**src/rtl/rv32i_types.sv**
```systemverilog
// Shared rename/retire constants for the rv32i out-of-order core.
// Free-list sizing and pointer type live here alongside the register-file widths.
package rv32i_types;

   localparam int PR_WIDTH = 6;
   localparam int RRF_NUM  = 32;
   localparam int PR_NUM   = 64;
   localparam int FL_DEPTH = PR_NUM - RRF_NUM;

   typedef logic [$clog2(FL_DEPTH):0] fl_ptr_t;

endpackage

```
**src/rtl/free_list.sv**
```systemverilog
// Circular FIFO of free physical registers feeding rename, refilled by retire.
// A committed read pointer lets a mispredict flush rewind all speculative pops in one cycle.
module free_list
   import rv32i_types::*;
#(
   parameter int PR_WIDTH_P = PR_WIDTH,
   parameter int PR_NUM_P   = PR_NUM,
   parameter int RRF_NUM_P  = RRF_NUM,
   parameter int DEPTH      = PR_NUM_P - RRF_NUM_P
) (
   input  logic                      clk,
   input  logic                      rst,
   input  logic                      enqueue,
   input  logic [PR_WIDTH_P-1:0]     old_phys_reg_index,
   input  logic                      dequeue,
   output logic [PR_WIDTH_P-1:0]     free_preg,
   output logic                      free_valid,
   input  logic                      commit_alloc,
   input  logic                      branch,
   output logic [$clog2(DEPTH):0]    free_count
);

   localparam int AW = $clog2(DEPTH);
   typedef logic [AW:0] ptr_t;

   logic [PR_WIDTH_P-1:0] fl [DEPTH];
   ptr_t wr_ptr, rd_ptr, cm_ptr, cm_next;
   logic empty, full, do_deq, do_enq;

   assign empty   = (rd_ptr == wr_ptr);
   assign full    = (rd_ptr[AW-1:0] == wr_ptr[AW-1:0]) && (rd_ptr[AW] != wr_ptr[AW]);
   assign do_deq  = dequeue && !empty && !branch;
   assign do_enq  = enqueue && !full;
   assign cm_next = cm_ptr + ptr_t'(commit_alloc);

   assign free_preg  = fl[rd_ptr[AW-1:0]];
   assign free_valid = !empty;
   assign free_count = wr_ptr - rd_ptr;

   always_ff @(posedge clk) begin
      if (rst) begin
         for (int i = 0; i < DEPTH; i++)
            fl[i] <= PR_WIDTH_P'(RRF_NUM_P + i);
         rd_ptr <= '0;
         cm_ptr <= '0;
         wr_ptr <= ptr_t'(DEPTH);
      end else begin
         if (do_enq) begin
            fl[wr_ptr[AW-1:0]] <= old_phys_reg_index;
            wr_ptr             <= wr_ptr + ptr_t'(1);
         end
         cm_ptr <= cm_next;
         // Flush rewinds to the committed pointer including this cycle's commit.
         rd_ptr <= branch ? cm_next : rd_ptr + ptr_t'(do_deq);
      end
   end

`ifndef SYNTHESIS
   logic remapped;

   always_ff @(posedge clk) begin
      if (rst) remapped <= 1'b0;
      else if (do_deq) remapped <= 1'b1;
      if (!rst) begin
         assert (!(enqueue && full))
            else $error("free_list: enqueue while full");
         assert (ptr_t'(rd_ptr - cm_ptr) <= ptr_t'(DEPTH))
            else $error("free_list: cm_ptr ahead of rd_ptr");
         assert (!(enqueue && !remapped && old_phys_reg_index < PR_WIDTH_P'(RRF_NUM_P)))
            else $error("free_list: architectural preg freed before any remap");
      end
   end
`endif

endmodule
```
**config.mk**
```make
export PLATFORM = sky130hd
export DESIGN_NAME = free_list
export DESIGN_NICKNAME = d
export VERILOG_FILES = /design/src/rtl/rv32i_types.sv /design/src/rtl/free_list.sv
export SDC_FILE = /design/constraint.sdc
export NUM_CORES = 1
export LEC_CHECK = 0
export CORE_ASPECT_RATIO = 1.5
export CORE_MARGIN = 8
export CORE_UTILIZATION = 35
export CTS_BUF_LIST = sky130_fd_sc_hd__clkbuf_4
export CTS_CLUSTER_SIZE = 40
export DETAILED_ROUTE_END_ITERATION = 12
export PLACE_DENSITY = 0.52
export SYNTH_ARGS = -nofsm -noshare
export SYNTH_HDL_FRONTEND = slang
export SYNTH_SLANG_ARGS = --single-unit
```
**constraint.sdc**
```tcl
create_clock -name clk -period 4.05 [get_ports clk]
set_clock_uncertainty 0.05 [all_clocks]
set_input_delay 0.405 -clock clk [delete_from_list [all_inputs] [get_ports clk]]
set_output_delay 0.405 -clock clk [all_outputs]
set_load 0.02 [all_outputs]
```
==> qor.txt, run 1 <==
Top post-synthesis cells by count: edfxtp_1, or3_1, and2_1, clkbuf_1, nor2_1
CP Class: flip-flop to primary output
Core Region: 0.02919 mm²
Die ar.: 0.03525 mm²
Power per cell area: 411.0 mW/mm²
Final Non-Filler Cells: 1,201
Via/cell ratio: 5.208
Sum of negative setup slack: 0 ns
YS warnings: 0
Synth Instances: 757
Async SR Flop Fraction: 0
Static leakage: 3.377 nW
Post-CTS setup buffers: 0
Largest net degree at the start of global routing: 50
Syn nets: 783
Status: complete, no violations
Yosys top cell area share: 0.5604
RePlAce Congestion: 0.8263
Final setup fails: 0
RSZ-0062 raised after global routing: no
Switch share: 0.2659
First-pass GRT wire length: 40,590 µm
Max Buffers Root-to-Sink: 3
Worst path required time: 3.60 ns
Initial core utilization: 0.3524
Port Buf Inserts: 24
Slew @ Worst Pin: 0.8952 ns
Clock slew at reported path FFs: 0.07 ns
Final Power: 0.004676 W
Seq pwr share: 0.525
P_int: 0.003433 W
Crit path max fanout: 41
Ports: 25
Post-route setup slack: 0.2477 ns
Synth Area in Compound Gates: 0.05364
Root Buffer: clkbuf_4
Row count: 77
Setup WS pre-CTS: 0.6377 ns
Clock latency on the worst-skew pair: 0.66 ns
Crit start category: flip-flop
Clk pwr share: 0.345
Post-synthesis area per instance: 13.59 µm²
Switch Pwr: 0.001244 W
WP data arrival: 3.35 ns
Slew Viols, Final: 0
Count of different cell masters after synthesis: 52
Simple-Gate Fraction of Synth Area: 0.1771
CTS Buf Count: 50
Die Ht: 226.0 µm
Critical Path End Type: primary output
Gr usage total: 0.1559
DR DRC count: 0
Via count: 6,255
Post-Syn Area: 0.01029 mm²
Max Cap Viol: 0
Predominant post-synthesis flop cell: edfxtp_1
Synth Area in Adders: 0.01776
Post-synth EDFFs: 192
Worst vdd ir: 0.1929 mV
Normalized max-slew margin: 0.4018
Final core utilization: 0.3897
Cell taking the most area after synthesis: edfxtp_1
Initial antenna violation count: 1
Synth Area in XOR/XNOR: 0.01459
Max H-tree Level: 2
Post-synthesis sequential area ratio: 0.5955
Combinational fraction of design power: 0.130
Top post-synthesis cells by area: edfxtp_1, mux4_2, or3_1, and2_1, dfxtp_1
HPWL after detailed placement: 17,510 µm
Final hold viol count: 0
Tightest Hold Check Type: primary input to flip-flop
Final #Nets: 800
Max Clk Rate: 0.2630 GHz
Most frequent cell after synthesis: edfxtp_1
Proportion of synthesized area in mux cells: 0.1053
Combinational family with the most area after synthesis: simple AND/OR/NAND/NOR gates
P&R area growth vs syn: 10.59%
Clock Sinks: 210
Tmin final: 3.802 ns
PostCTS Resize Cnt: 0
Synth Register Bits: 210
Pre-antenna DRT Iters: 5
Drt wl/cell: 22.37 µm
Final global-route overflow total: 0
Hold Buf Count CTS: 0
Tcrit/Tclk final: 0.9388
Detail Route Antenna Nets: 0
Vias in the first global route: 6,672
Die width: 156.0 µm
Placed Cells: 1,117
CTS tree: yes
Routed WL: 26,870 µm
DRT iter0 DRCs: 417
Layout cell share with drive strength beyond 1: 0.1938
## cells in the final DEF, fill, tap and decap left out, types with 7 or more instances in the layout
master	instances
clkdlybuf4s50_1	18
xnor2_1	8
nor2_1	47
mux4_2	37
ha_1	13
clkinv_1	9
mux2i_1	25
and2_1	80
or2_1	17
inv_1	10
a211oi_1	8
dfxtp_1	16
or3_1	116
or2_2	14
clkbuf_4	69
buf_4	10
o221ai_1	11
edfxtp_1	192
nand3_1	9
a22oi_1	7
a21oi_1	13
## path summary, 6_finish.rpt
path / cells past startpoint / start / end / slack (ns)
max: 6 / rd_ptr[0]$_SDFF_PP0_ / free_preg[4] / 0.25
min reg2reg: 2 / cm_ptr[5]$_SDFF_PP0_ / cm_ptr[5]$_SDFF_PP0_ / 0.48
min: 2 / old_phys_reg_index[4] / fl[10][4]$_SDFFCE_PN0P_ / 0.45
max reg2reg: 7 / rd_ptr[4]$_SDFF_PP0_ / fl[7][3]$_SDFFCE_PN0P_ / 0.65
## cells by family (layout without fill, tap and decap cells)
kind of cell               Yosys count  count (layout)
buffers and inverters               82             130
other                                0               1
adders and majority gates           14              14
DFF                                210             210
muxes                               62              62
xor gates and xnor gates            15              15
and+or+nand+nor                    311             311
AOI/OAI and AO/OA                   63              63
## power groups by stage
stage	registers [W]	logic, W	clock network, W
global route	0.00246	0.000656	0.00175
detailed placement	0.00250	0.000616	0
global placement	0.00250	0.000608	0
CTS	0.00246	0.000619	0.00167
floorplan	0.00246	0.000424	0
finish	0.00245	0.000606	0.00162
## routing by layer
layer	GRT usage	routed length, µm
met3	0.03352	1256
met1	0.1639	10080
met4	0.08229	1176
met2	0.2851	14350
met5	0	0
## layout make-up
class	count	area, µm²
Multi-Input combinational cell	465	3790
Antenna cell	1	2.502
Sequential cell	210	6131
Inverter	10	37.54
Fill cell	2707	17810
Tap cell	395	494.2
Clock inverter	14	58.81
Timing Repair Buffer	37	345.3
Clock buffer	69	518.0
## per-stage QoR
| step | hold slack (ns) | cell area [µm²] |
|---|---|---|
| final | 0.4545 | 11380 |
| after global routing | 0.4306 | 11380 |
| after CTS | 0.3875 | 11370 |
| after detailed placement | 0.4663 | 10800 |
| after global placement | 0.4492 | 10800 |
| after floorplan | 0.4144 | 10290 |
## sequential cells by signal (all words and copies together), names as in the netlist
| signal | flops |
|---|---|
| fl | 192 |
| cm_ptr | 6 |
| rd_ptr | 6 |
| wr_ptr | 6 |
## critical path, stage by stage, from the launching register on
cell             delay (ns)
dfxtp_4                0.63
buf_12                 0.35
mux4_2                 0.54
a22oi_1                0.24
nand3_1                0.14
a2bb2oi_1              0.18
clkdlybuf4s50_1        0.58
Power figures use the tool's default switching activity.
==> run 2, diff against run 1 <==
==> constraint.sdc (replaced) <==
create_clock -name clk -period 4.95 [get_ports clk]
set_clock_uncertainty 0.05 [all_clocks]
set_input_delay 0.495 -clock clk [delete_from_list [all_inputs] [get_ports clk]]
set_output_delay 0.495 -clock clk [all_outputs]
set_load 0.02 [all_outputs]
==> run 2 against run 1 <==
  * Combinational power down 14%
  * Clock power down 8%
  * Utilization up 0.19 points
  * Via count up 1.7%
  * Non-clock buffer count down 1
  * Flip-flop and latch count unchanged
  * Setup slack better by 0.70 ns
  * Cell area up 0.48%
  * Cell count up 0.25%
  * Routed wire length down 1.4%
  * Global-route usage down 0.12 points
  * Critical path depth unchanged
  * Highest routed layer unchanged
==> qor.txt, run 2 (synthesized netlist as in run 1, its figures left out) <==
Die Ht: 226.0 µm (unchanged)
Max Clk Rate: 0.2500 GHz
Slew Viols, Final: 0 (unchanged)
RSZ-0062 raised after global routing: no
Hold_sp: cm_ptr[5]$_SDFF_PP0_
Crit start category: flip-flop
Port Buf Inserts: 24 (unchanged)
Placed Cells: 1,116 (-0.090%)
Clock latency on the worst-skew pair: 0.70 ns (+0.04 ns)
Most common cell after layout, fill and taps aside: edfxtp_1
Worst vdd ir: 0.1546 mV (-20%)
P&R area growth vs syn: 11.13%
Tightest Hold Check Type: flip-flop to flip-flop
Die ar.: 0.03525 mm² (unchanged)
Cell repeated most along the worst path: a21oi_1
Critical register-to-register path endpoint: fl[3][0]$_SDFFCE_PN1P_
Final core utilization: 0.3916 (+0.001886)
Ports: 25 (unchanged)
Hold Buf Count CTS: 0 (unchanged)
Max Buffers Root-to-Sink: 3 (unchanged)
Tmin final: 4.000 ns
Clock slew at reported path FFs: 0.06 ns (about the same)
Final Non-Filler Cells: 1,204 (+0.25%)
First-pass GRT wire length: 40,470 µm (-0.29%)
Slowest stage delay, CP: 0.68 ns (+0.05 ns)
CP Cell Sequence: buf_4, nand3_1, o221ai_1, a21oi_1, a21oi_1, clkdlybuf4s50_1
Sum of negative setup slack: 0 ns (unchanged)
Most frequent cells in the layout: edfxtp_1, or3_1, and2_1, clkbuf_4, nor2_1
Design Area, Final: 0.01143 mm² (+0.48%)
Initial antenna violation count: 1 (unchanged)
Final #Nets: 800 (unchanged)
Initial core utilization: 0.3524 (unchanged)
Reg2reg start: rd_ptr[4]$_SDFF_PP0_
Drt wl/cell: 22.00 µm (-1.7%)
Vias in the first global route: 6,757 (+1.3%)
Clock Sinks: 210 (unchanged)
Largest register FFs: 192 (unchanged)
WP data arrival: 3.46 ns (+0.11 ns)
Die width: 156.0 µm (unchanged)
Slew @ Worst Pin: 1.077 ns (+0.1823 ns)
Fillers: 2,722 (+0.55%)
Final Power: 0.004000 W (-14%)
Largest net degree at the start of global routing: 61 (+22%)
WHS Path Cells: 2 (unchanged)
Max H-tree Level: 2 (unchanged)
PostCTS Resize Cnt: 0 (unchanged)
Final hold viol count: 0 (unchanged)
P_int: 0.002945 W (-14%)
Reg2reg setup slack: 1.27 ns (+0.62 ns)
RePlAce Congestion: 0.8165 (-1.2%)
Row count: 77 (unchanged)
Reg with most FFs: fl
Critical Path End Type: primary output
Combinational fraction of design power: 0.130 (about the same)
Final global-route overflow total: 0 (unchanged)
Switch Pwr: 0.001056 W (-15%)
Clk pwr share: 0.372 (+0.027)
CTS tree: yes
Core Region: 0.02919 mm² (unchanged)
HPWL after detailed placement: 16,800 µm (-4.1%)
Worst path required time: 4.41 ns (+0.81 ns)
WHS Endpoint: cm_ptr[5]$_SDFF_PP0_
Detail Route Antenna Nets: 0 (unchanged)
Via count: 6,362 (+1.7%)
Pre-antenna DRT Iters: 5 (unchanged)
CP Class: flip-flop to primary output
Gr usage total: 0.1547 (-0.001162)
Status: complete, no violations
Layout cell share with drive strength beyond 1: 0.1881 (-0.005670)
Normalized max-slew margin: 0.2800 (-0.1218)
Power per cell area: 349.9 mW/mm² (-15%)
DR DRC count: 0 (unchanged)
Static leakage: 3.393 nW (+0.46%)
Seq pwr share: 0.497 (-0.028)
Post-CTS setup buffers: 0 (unchanged)
Crit path max fanout: 43 (+4.9%)
Switch share: 0.2639 (-0.001988)
Via/cell ratio: 5.284 (+1.5%)
Worst reg-to-reg path cell count: 7 (unchanged)
DRT iter0 DRCs: 488 (+17%)
Routed WL: 26,490 µm (-1.4%)
Tcrit/Tclk final: 0.8082
Max Cap Viol: 0 (unchanged)
Placed Area: 0.01077 mm² (-0.26%)
CP max-delay cell: clkdlybuf4s50_1
CTS Buf Count: 51 (+2.0%)
Final setup fails: 0 (unchanged)
Root Buffer: clkbuf_4
==> run 2: worst max path at each step <==
stage,from,endpoint,slack [ns]
3_3_place_gp,rd_ptr[4]$_SDFF_PP0_,fl[23][0]$_SDFFCE_PN1P_,1.47
6_report,rd_ptr[1]$_SDFF_PP0_,free_preg[1],0.95
4_1_cts,rd_ptr[1]$_SDFF_PP0_,free_preg[1],0.80
3_5_place_dp,rd_ptr[4]$_SDFF_PP0_,fl[3][0]$_SDFFCE_PN1P_,1.26
5_1_grt,rd_ptr[1]$_SDFF_PP0_,free_preg[1],0.64
2_1_floorplan,rd_ptr[1]$_SDFF_PP0_,fl[28][0]$_SDFFCE_PN0P_,2.08
==> run 2: layout make-up <==
cell class	instances	area (µm²)	share of cell area
clock buffers	66	495.5	0.04334
repair buffers	36	317.8	0.02780
well taps	395	494.2	0.04323
clock inverters	21	163.9	0.01434
multi-input cells	465	3790	0.3315
inverters	10	37.54	0.003283
flip-flops and latches	210	6131	0.5363
diodes	1	2.502	0.0002189
==> run 2: worst max-delay path: cells and delay by family, from the launching register on <==
kind | cells | cell delay [ns]
buf+inv | 2 | 1.19
simple gates | 1 | 0.47
compound gates | 3 | 0.79
flops | 1 | 0.32
==> run 2: power by group through the flow <==
stage / registers [W] / logic (W) / clock network (W)
final: 0.00199 / 0.000520 / 0.00149
after global routing: 0.00199 / 0.000559 / 0.00161
after CTS: 0.00199 / 0.000531 / 0.00153
after detailed placement: 0.00203 / 0.000529 / 0
after global placement: 0.00203 / 0.000524 / 0
after floorplan: 0.00202 / 0.000347 / 0
==> run 2: stage by stage <==
stage / hold slack (ns) / worst slack (ns)
after floorplan: 0.4144 / 2.080
after global routing: 0.4828 / 0.6449
final: 0.4586 / 0.9496
after global placement: 0.4390 / 1.468
after CTS: 0.4352 / 0.8006
after detailed placement: 0.4480 / 1.255
==> run 2: layer usage <==
layer,track usage,vias to the layer above,wire length (µm)
met5,0,-,0
met4,0.06313,0,749
met3,0.03103,55,1366
met2,0.2806,191,14020
met1,0.1733,3201,10350
li1,-,2915,-
